[config.mk]
export PLATFORM = sky130hd
export DESIGN_NAME = cp0_trap_ctrl
export DESIGN_NICKNAME = d
export VERILOG_FILES = /design/src/rtl/cp0_pkg.sv /design/src/rtl/cp0_trap_ctrl_irq_prio_enc.sv /design/src/rtl/cp0_trap_ctrl.sv
export SDC_FILE = /design/constraint.sdc
export NUM_CORES = 1
export LEC_CHECK = 0
export CAP_MARGIN = 5
export CORE_MARGIN = 8
export CORE_UTILIZATION = 30
export CTS_CLUSTER_DIAMETER = 50
export DETAILED_ROUTE_END_ITERATION = 6
export SYNTH_ARGS = -nofsm -noshare
export SYNTH_HDL_FRONTEND = slang
export SYNTH_SLANG_ARGS = --single-unit
[constraint.sdc]
create_clock -name clk -period 3.4 [get_ports clk]
set_clock_uncertainty 0.2 [all_clocks]
set_input_delay 1.02 -clock clk [delete_from_list [all_inputs] [get_ports clk]]
set_output_delay 1.02 -clock clk [all_outputs]
set_load 0.1 [all_outputs]
[src/rtl/cp0_pkg.sv]
// Shared encodings for the coprocessor-0 trap controller.
package cp0_pkg;

    localparam logic [2:0] CAUSE_OVF  = 3'b001;
    localparam logic [2:0] CAUSE_PRIV = 3'b010;
    localparam logic [2:0] CAUSE_ILL  = 3'b011;
    localparam logic [2:0] CAUSE_IRQ  = 3'b100;

    localparam logic [1:0] SEL_EPC    = 2'd0;
    localparam logic [1:0] SEL_CAUSE  = 2'd1;
    localparam logic [1:0] SEL_STATUS = 2'd2;

    typedef enum logic [1:0] {
        USER   = 2'd0,
        ENTER  = 2'd1,
        KERNEL = 2'd2
    } cp0_state_e;

endpackage

[src/rtl/cp0_trap_ctrl_irq_prio_enc.sv]
// Fixed-priority encoder over the masked interrupt vector; lowest index wins.
module irq_prio_enc #(
    parameter int NIRQ = 4
) (
    input  logic [NIRQ-1:0] req,
    output logic            valid,
    output logic [7:0]      idx,
    output logic [NIRQ-1:0] grant
);

    always_comb begin
        valid = 1'b0;
        idx   = 8'd0;
        grant = '0;
        // Scan downward so the last hit (lowest index) is what remains.
        for (int i = NIRQ - 1; i >= 0; i--) begin
            if (req[i]) begin
                valid    = 1'b1;
                idx      = 8'(i);
                grant    = '0;
                grant[i] = 1'b1;
            end
        end
    end

endmodule

[src/rtl/cp0_trap_ctrl.sv]
// Coprocessor-0 exception/interrupt sequencer owning EPC, CAUSE and STATUS.
module cp0_trap_ctrl
    import cp0_pkg::*;
#(
    parameter int              WIDTH  = 32,
    parameter int              NIRQ   = 4,
    parameter logic [WIDTH-1:0] VECTOR = 32'h0000_0180
) (
    input  logic             clk,
    input  logic             reset,
    input  logic [WIDTH-1:0] pc,
    input  logic             cause_write,
    input  logic [2:0]       int_cause,
    input  logic             exit_kernel,
    input  logic             write_c0,
    input  logic [1:0]       c0_sel,
    input  logic [WIDTH-1:0] c0_wdata,
    input  logic [NIRQ-1:0]  ext_irq,
    output logic             kernel_mode,
    output logic             trap,
    output logic [WIDTH-1:0] trap_pc,
    output logic             stall,
    output logic [WIDTH-1:0] c0_rdata,
    output logic [NIRQ-1:0]  irq_ack
);

    cp0_state_e       state, state_nxt;
    logic [WIDTH-1:0] epc, cause;
    logic [NIRQ-1:0]  status;

    logic             irq_valid;
    logic [7:0]       irq_idx;
    logic [NIRQ-1:0]  irq_grant;
    logic [WIDTH-1:0] exc_cause, irq_cause, status_ext;

    irq_prio_enc #(.NIRQ(NIRQ)) u_prio (
        .req   (ext_irq & status),
        .valid (irq_valid),
        .idx   (irq_idx),
        .grant (irq_grant)
    );

    always_comb begin
        exc_cause          = '0;
        exc_cause[2:0]     = int_cause;
        irq_cause          = '0;
        irq_cause[2:0]     = CAUSE_IRQ;
        irq_cause[15:8]    = irq_idx;
        status_ext         = '0;
        status_ext[NIRQ-1:0] = status;
    end

    assign trap_pc = VECTOR;

    always_comb begin
        state_nxt   = state;
        kernel_mode = 1'b0;
        trap        = 1'b0;
        stall       = 1'b0;
        irq_ack     = '0;
        case (state)
            USER: begin
                // Synchronous faults win; a pending irq is simply left pending.
                if (cause_write) begin
                    trap      = 1'b1;
                    stall     = 1'b1;
                    state_nxt = ENTER;
                end else if (irq_valid) begin
                    trap      = 1'b1;
                    stall     = 1'b1;
                    irq_ack   = irq_grant;
                    state_nxt = ENTER;
                end
            end
            ENTER: begin
                kernel_mode = 1'b1;
                stall       = 1'b1;
                state_nxt   = KERNEL;
            end
            KERNEL: begin
                kernel_mode = 1'b1;
                if (cause_write) begin
                    trap      = 1'b1;
                    stall     = 1'b1;
                    state_nxt = ENTER;
                end else if (exit_kernel) begin
                    state_nxt = USER;
                end
            end
            default: state_nxt = USER;
        endcase
    end

    always_ff @(posedge clk or posedge reset) begin
        if (reset) begin
            state  <= USER;
            epc    <= '0;
            cause  <= '0;
            status <= '0;
        end else begin
            state <= state_nxt;
            case (state)
                USER: begin
                    if (cause_write) begin
                        epc   <= pc;
                        cause <= exc_cause;
                    end else if (irq_valid) begin
                        epc   <= pc;
                        cause <= irq_cause;
                    end
                end
                KERNEL: begin
                    // Nested fault keeps the original EPC so the outer return survives.
                    if (cause_write) begin
                        cause <= exc_cause;
                    end else if (write_c0) begin
                        case (c0_sel)
                            SEL_EPC:    epc    <= c0_wdata;
                            SEL_CAUSE:  cause  <= c0_wdata;
                            SEL_STATUS: status <= c0_wdata[NIRQ-1:0];
                            default: ;
                        endcase
                    end
                end
                default: ;
            endcase
        end
    end

    always_comb begin
        case (c0_sel)
            SEL_EPC:    c0_rdata = epc;
            SEL_CAUSE:  c0_rdata = cause;
            SEL_STATUS: c0_rdata = status_ext;
            default:    c0_rdata = '0;
        endcase
    end

endmodule

==> summary.txt, run 1 <==
outcome = completed
P&R area growth vs syn = 53.4%
Critical path origin = ext_irq[2]
clock-pin slew on the worst setup and hold paths = 0.06 ns
CTS tree = built
Netlist Area Pre-Place = 0.00436 mm^2
post-synthesis sequential area ratio = 40.2%
Final min period = 3.37 ns
DRC = 0
dpl cells = 702
final WL = 11600 um
Pre-Repair DR Iteration Count = 4
leakage power = 2.96 nW
vias per cell = 4.44
Pwr per Cell Area = 934 mW/mm^2
final setup fails = 0
reg2reg setup slack = 0.69 ns
initial antenna violation count = 0
Avg Cell Area, Syn = 10.7 um^2
die area = 0.0186 mm^2
crit path buf inv count = 2
clk_lat worst skew = 0.32 ns
CTS H-tree lvls = 3
root buffer cell = clkbuf_16
post-route ant nets = 0
CTS Buf Count = 9
number of distinct library cells after synthesis = 33
register bit total from synthesis = 70
average wire per standard cell = 16.2 um
max_slew headroom = 61.0%
Worst Path Required = 2.18 ns
post-synthesis cell count = 408
post-synth top area cell = dfrtp_1
RR Endpoint = epc[26]
Vias = 3185
Worst path slowest cell = clkdlybuf4s50_1
CP delay by family, top = buffers and inverters
core area = 0.0144 mm^2
n_diodes = 0
fill count = 1301
Slew @ Worst Pin = 0.585 ns
Placer Congestion = 0.820
postcts setup bufs = 0
ys flop type = dfrtp_1
maximum clock rate = 297 MHz
Hold Crit Depth = 1
CP arrival = 2.15 ns
CP Max Fanout = 2
top cells by area, synth = dfrtp_1 (40%), mux2i_1 (14%), mux2_4 (10%), mux2_2 (9.8%), buf_4 (5.7%)
first-pass GRT wire length = 19000 um
Min-Delay Startpoint = cause[0]
Hold Path Sink = cause[0]
row count = 44
non-filler cells, final = 718
Initial Util = 30.3%
Final period util = 99.1%
Hold Crit Class = reg2reg
chip height = 137 um
Final Hold Vio Count = 0
Placed Area = 0.00636 mm^2
DR iter-0 viols = 112
GR Util All Layers = 12.9%
grt ovf = 0
synth cell count leaders = dfrtp_1 (70), mux2i_1 (60), nand2_1 (44)
nets = 611
Worst VDD drop = 1.06 mV
Synth top area share = 40.2%
worst-path cell chain = clkdlybuf4s50_1, nand2_2, nand3_2, nand2_2, a31oi_4, buf_12
CP Class = in2out
Post-CTS Hold Buffers = 0
dpl hpwl = 8830 um
Pins Over Slew Limit = 0
max incr delay on CP = 0.49 ns
vias in the first global route = 3610
# IOs = 149
FF-to-FF path depth = 8
CP endpoint kind = output pin
post-route cell area = 0.00668 mm^2
number of port buffers = 116
worst r2r src = state[0]
max cap viols = 0
CP most frequent cell = nand2_2
number of enable flip-flop cells after synthesis = 0
synthesis warning total = 0
largest net degree at the start of global routing = 42
Clock Tree Buf Depth = 2
die width = 137 um
layout cells sized above 1 = 36.7%
clock sinks = 70
unrepaired setup endpoints after global routing = no
Setup crit start kind = primary input
Async SR Flop Fraction = 100%
top-count cell post-synth = dfrtp_1
## kinds of logic after synthesis
kind of cell,count (synthesis),synth area share [%]
AO/OA/AOI/OAI,22,3.33
AND/OR/NAND/NOR,89,9.02
adder cells (fa/ha/maj),4,1.15
buffers and inverters,91,11.7
other,2,0.172
multiplexers,130,34.5
flip-flops,70,40.2
## how the worst max path moves through the flow
stage          cells past startpoint            to  slack (ns)
2_1_floorplan                      3  c0_rdata[29]       -0.17
3_3_place_gp                       6          trap       -0.09
3_5_place_dp                       6          trap       -0.13
4_1_cts                            6         stall        0.01
5_1_grt                            6         stall       0.003
6_report                           6         stall        0.03
## registers in the layout (all words and copies together), names as in the netlist
signal and count:
cause 32, epc 32, state 2, status 4
## stage by stage
step                      power [mW]  setup WS [ns]  TNS, ns  util, %  hold slack (ns)
after global placement          5.25        -0.0931   -0.305     44.3            0.273
after detailed placement        5.32         -0.133   -0.427     44.3            0.285
after floorplan                 4.26         -0.168    -1.99        -            0.264
final                           6.24         0.0301        0     46.5            0.298
after CTS                       6.32         0.0143        0     46.5            0.298
after global routing            6.58        0.00277        0     46.5            0.321
## power breakdown
group	total [mW]	switching [mW]	internal (mW)
logic	3.89	2.21	1.68
clock network	0.966	0.359	0.608
registers	1.39	0.200	1.19
## cell usage in the layout (no fill, tap or decap), types with 5 or more instances in the layout
| cell type | netlist | routed |
|---|---|---|
| buf_12 | 0 | 44 |
| buf_4 | 33 | 15 |
| clkbuf_16 | 0 | 9 |
| clkdlybuf4s50_1 | 0 | 71 |
| conb_1 | 2 | 32 |
| dfrtp_1 | 70 | 70 |
| inv_1 | 36 | 35 |
| mux2_2 | 38 | 38 |
| mux2_4 | 30 | 30 |
| mux2i_1 | 60 | 60 |
| nand2_1 | 44 | 39 |
| nand2_2 | 0 | 5 |
| nor2_4 | 0 | 29 |
| o21ai_0 | 11 | 6 |
## cell type report
| class | instances | area (um^2) | share of cell area, % |
|---|---|---|---|
| inverter | 36 | 136 | 2.04 |
| timing repair buffer | 135 | 1750 | 26.2 |
| clock buffer | 11 | 253 | 3.78 |
| multi-input combinational | 277 | 2510 | 37.5 |
| clock inverter | 5 | 56.3 | 0.842 |
| tap | 184 | 230 | 3.44 |
| sequential | 70 | 1750 | 26.2 |
## timing repair
action                     in CTS  in global routing
pin swaps                       3                  4
gates resized for setup         9                  2
setup endpoints to repair       4                  3
## metal layers
layer	share of wire, %	up-vias	track usage [%]
met5	0	-	0
met4	1.3	0	4.39
met3	5.9	13	2.86
met2	50	90	21.5
met1	43	1557	16.1
li1	-	1525	-
(Power assumes the default switching activity.)
==> run 2, diff against run 1 <==
--- a/config.mk
+++ b/config.mk
@@ -6,10 +6,12 @@
 export NUM_CORES = 1
 export LEC_CHECK = 0
 export CAP_MARGIN = 5
+export CORE_ASPECT_RATIO = 1.2
 export CORE_MARGIN = 8
 export CORE_UTILIZATION = 30
 export CTS_CLUSTER_DIAMETER = 50
 export DETAILED_ROUTE_END_ITERATION = 6
+export RECOVER_POWER = 100
 export SYNTH_ARGS = -nofsm -noshare
 export SYNTH_HDL_FRONTEND = slang
 export SYNTH_SLANG_ARGS = --single-unit
==> run 2 against run 1 <==
Utilization decreased by 3.3 points. Final area decreased by 7.5%. Final cell count fell by 1.9%. Clock power fell by 5.4%. Clock-buffer cell count rose by 2. Fmax grew 2.9%. Critical endpoint unchanged. Sequential share of layout area rose by 2.1 points. First-iteration DRC count is 39% lower. Wire length fell by 3.3%. Flip-flop and latch count unchanged.
==> summary.txt, run 2 (same netlist as run 1, synthesis figures left out) <==
outcome = completed
reg2reg setup slack = 0.35 ns
Hold Crit Class = reg2reg
worst slack, placed = -0.0996 ns
n_diodes = 0
grt ovf = 0
Worst Path Required = 2.18 ns
P&R area growth vs syn = 41.9%
M1 WL = 4830 um
most frequent cells in the layout = dfrtp_1 (70), clkdlybuf4s50_1 (69), mux2i_1 (60), nand2_1 (41), mux2_2 (38)
largest registers = cause: 32 flops, epc: 32 flops, status: 4 flops
unrepaired setup endpoints after global routing = no
fin worst setup slack = 0.125 ns
Vias = 3145
RR Endpoint = epc[19]
max_slew headroom = 7.92%
WL met3 = 774 um
Final min period = 3.27 ns
Min-Delay Startpoint = epc[10]
commonest non-fill, non-tap cell in the layout = dfrtp_1
Placed Area = 0.00634 mm^2
root buffer cell = clkbuf_16
Worst VDD drop = 1.03 mV
max cap viols = 0
worst-path cell chain = dlygate4sd2_1, a22oi_2, nand3_2, nand2_1, a31oi_4, buf_6
post-route cell area = 0.00618 mm^2
DR iter-0 viols = 68
Final TNS setup = 0 ns
GR Util All Layers = 12.3%
CTS Buf Count = 9
# IOs = 149
nets = 608
CP Max Fanout = 3
clk_lat worst skew = 0.33 ns
CP arrival = 2.05 ns
Pre-Repair DR Iteration Count = 4
row count = 48
vias in the first global route = 3612
met2 WL = 5480 um
Pwr per Cell Area = 901 mW/mm^2
number of port buffers = 116
die area = 0.0187 mm^2
dpl hpwl = 8750 um
non-filler cells, final = 704
die width = 126 um
CTS tree = built
FF-to-FF path depth = 8
dpl cells = 690
DRC = 0
largest net degree at the start of global routing = 42
first-pass GRT wire length = 18500 um
max incr delay on CP = 0.25 ns
CTS H-tree lvls = 3
Hold Path Sink = epc[10]
leakage power = 2.75 nW
layout cells sized above 1 = 29.3%
Slew @ Worst Pin = 1.38 ns
CP endpoint kind = output pin
Worst path slowest cell = dlygate4sd2_1
Final Hold Vio Count = 0
Final period util = 96.3%
top layer in use = met4
Initial Util = 30.5%
initial antenna violation count = 0
clock sinks = 70
Placer Congestion = 0.761
vias per cell = 4.47
Hold Crit Depth = 1
Pins Over Slew Limit = 0
worst r2r src = state[0]
final setup fails = 0
maximum clock rate = 305 MHz
clock-pin slew on the worst setup and hold paths = 0.05 ns
final WL = 11200 um
Setup crit start kind = primary input
CP Class = in2out
average wire per standard cell = 16.0 um
post-route ant nets = 0
Clock Tree Buf Depth = 2
chip height = 148 um
Hold WS = 0.281 ns
core area = 0.0143 mm^2
Post-CTS Hold Buffers = 0
==> run 2: routing by layer <==
layer,vias up,track usage (%)
li1,1525,-
met1,1513,14.2
met2,95,20.9
met3,12,3.78
met4,0,4.58
met5,-,0
==> run 2: report_power, final <==
part / switching (mW) / internal (mW)
Clock: 0.315 / 0.600
Sequential: 0.188 / 1.19
Combinational: 2.10 / 1.19
Total: 2.60 / 2.97
==> run 2: through the flow <==
step / utilization [%] / power, mW
6_report: 43.3 / 5.57
4_1_cts: 46.4 / 6.22
3_5_place_dp: 44.3 / 5.26
2_1_floorplan: - / 4.26
3_3_place_gp: 44.3 / 5.20
5_1_grt: 43.3 / 5.88
==> run 2: final cells by class <==
| cell class | instances | area [um^2] |
|---|---|---|
| clock buffers | 13 | 260 |
| clock inverters | 1 | 30.0 |
| fillers | 1404 | 8110 |
| inverters | 36 | 135 |
| multi-input cells | 277 | 2390 |
| flip-flops and latches | 70 | 1750 |
| well taps | 175 | 219 |
| repair buffers | 132 | 1400 |
==> run 2: repair_timing <==
| action | in CTS | in global routing |
|---|---|---|
| buffers inserted | 0 | 0 |
| gates resized for setup | 7 | 4 |
| pin swaps | 3 | 4 |
| endpoints found under the setup margin | 4 | 3 |
==> run 2: worst max-delay path by stage <==
stage | slack, ns | from | cells after the start | endpoint
floorplan | -0.17 | c0_sel[1] | 3 | c0_rdata[29]
global placement | -0.05 | ext_irq[1] | 6 | trap
detailed placement | -0.1 | ext_irq[1] | 5 | irq_ack[3]
CTS | 0.006 | cause_write | 4 | stall
global route | 0.08 | ext_irq[1] | 6 | stall
finish | 0.13 | ext_irq[1] | 6 | stall
==> run 2: worst max-delay path, delay by kind of cell <==
family,cells,cell delay (ns)
AOI/OAI and AO/OA,2,0.35
buffers and inverters,2,0.44
and+or+nand+nor,2,0.24
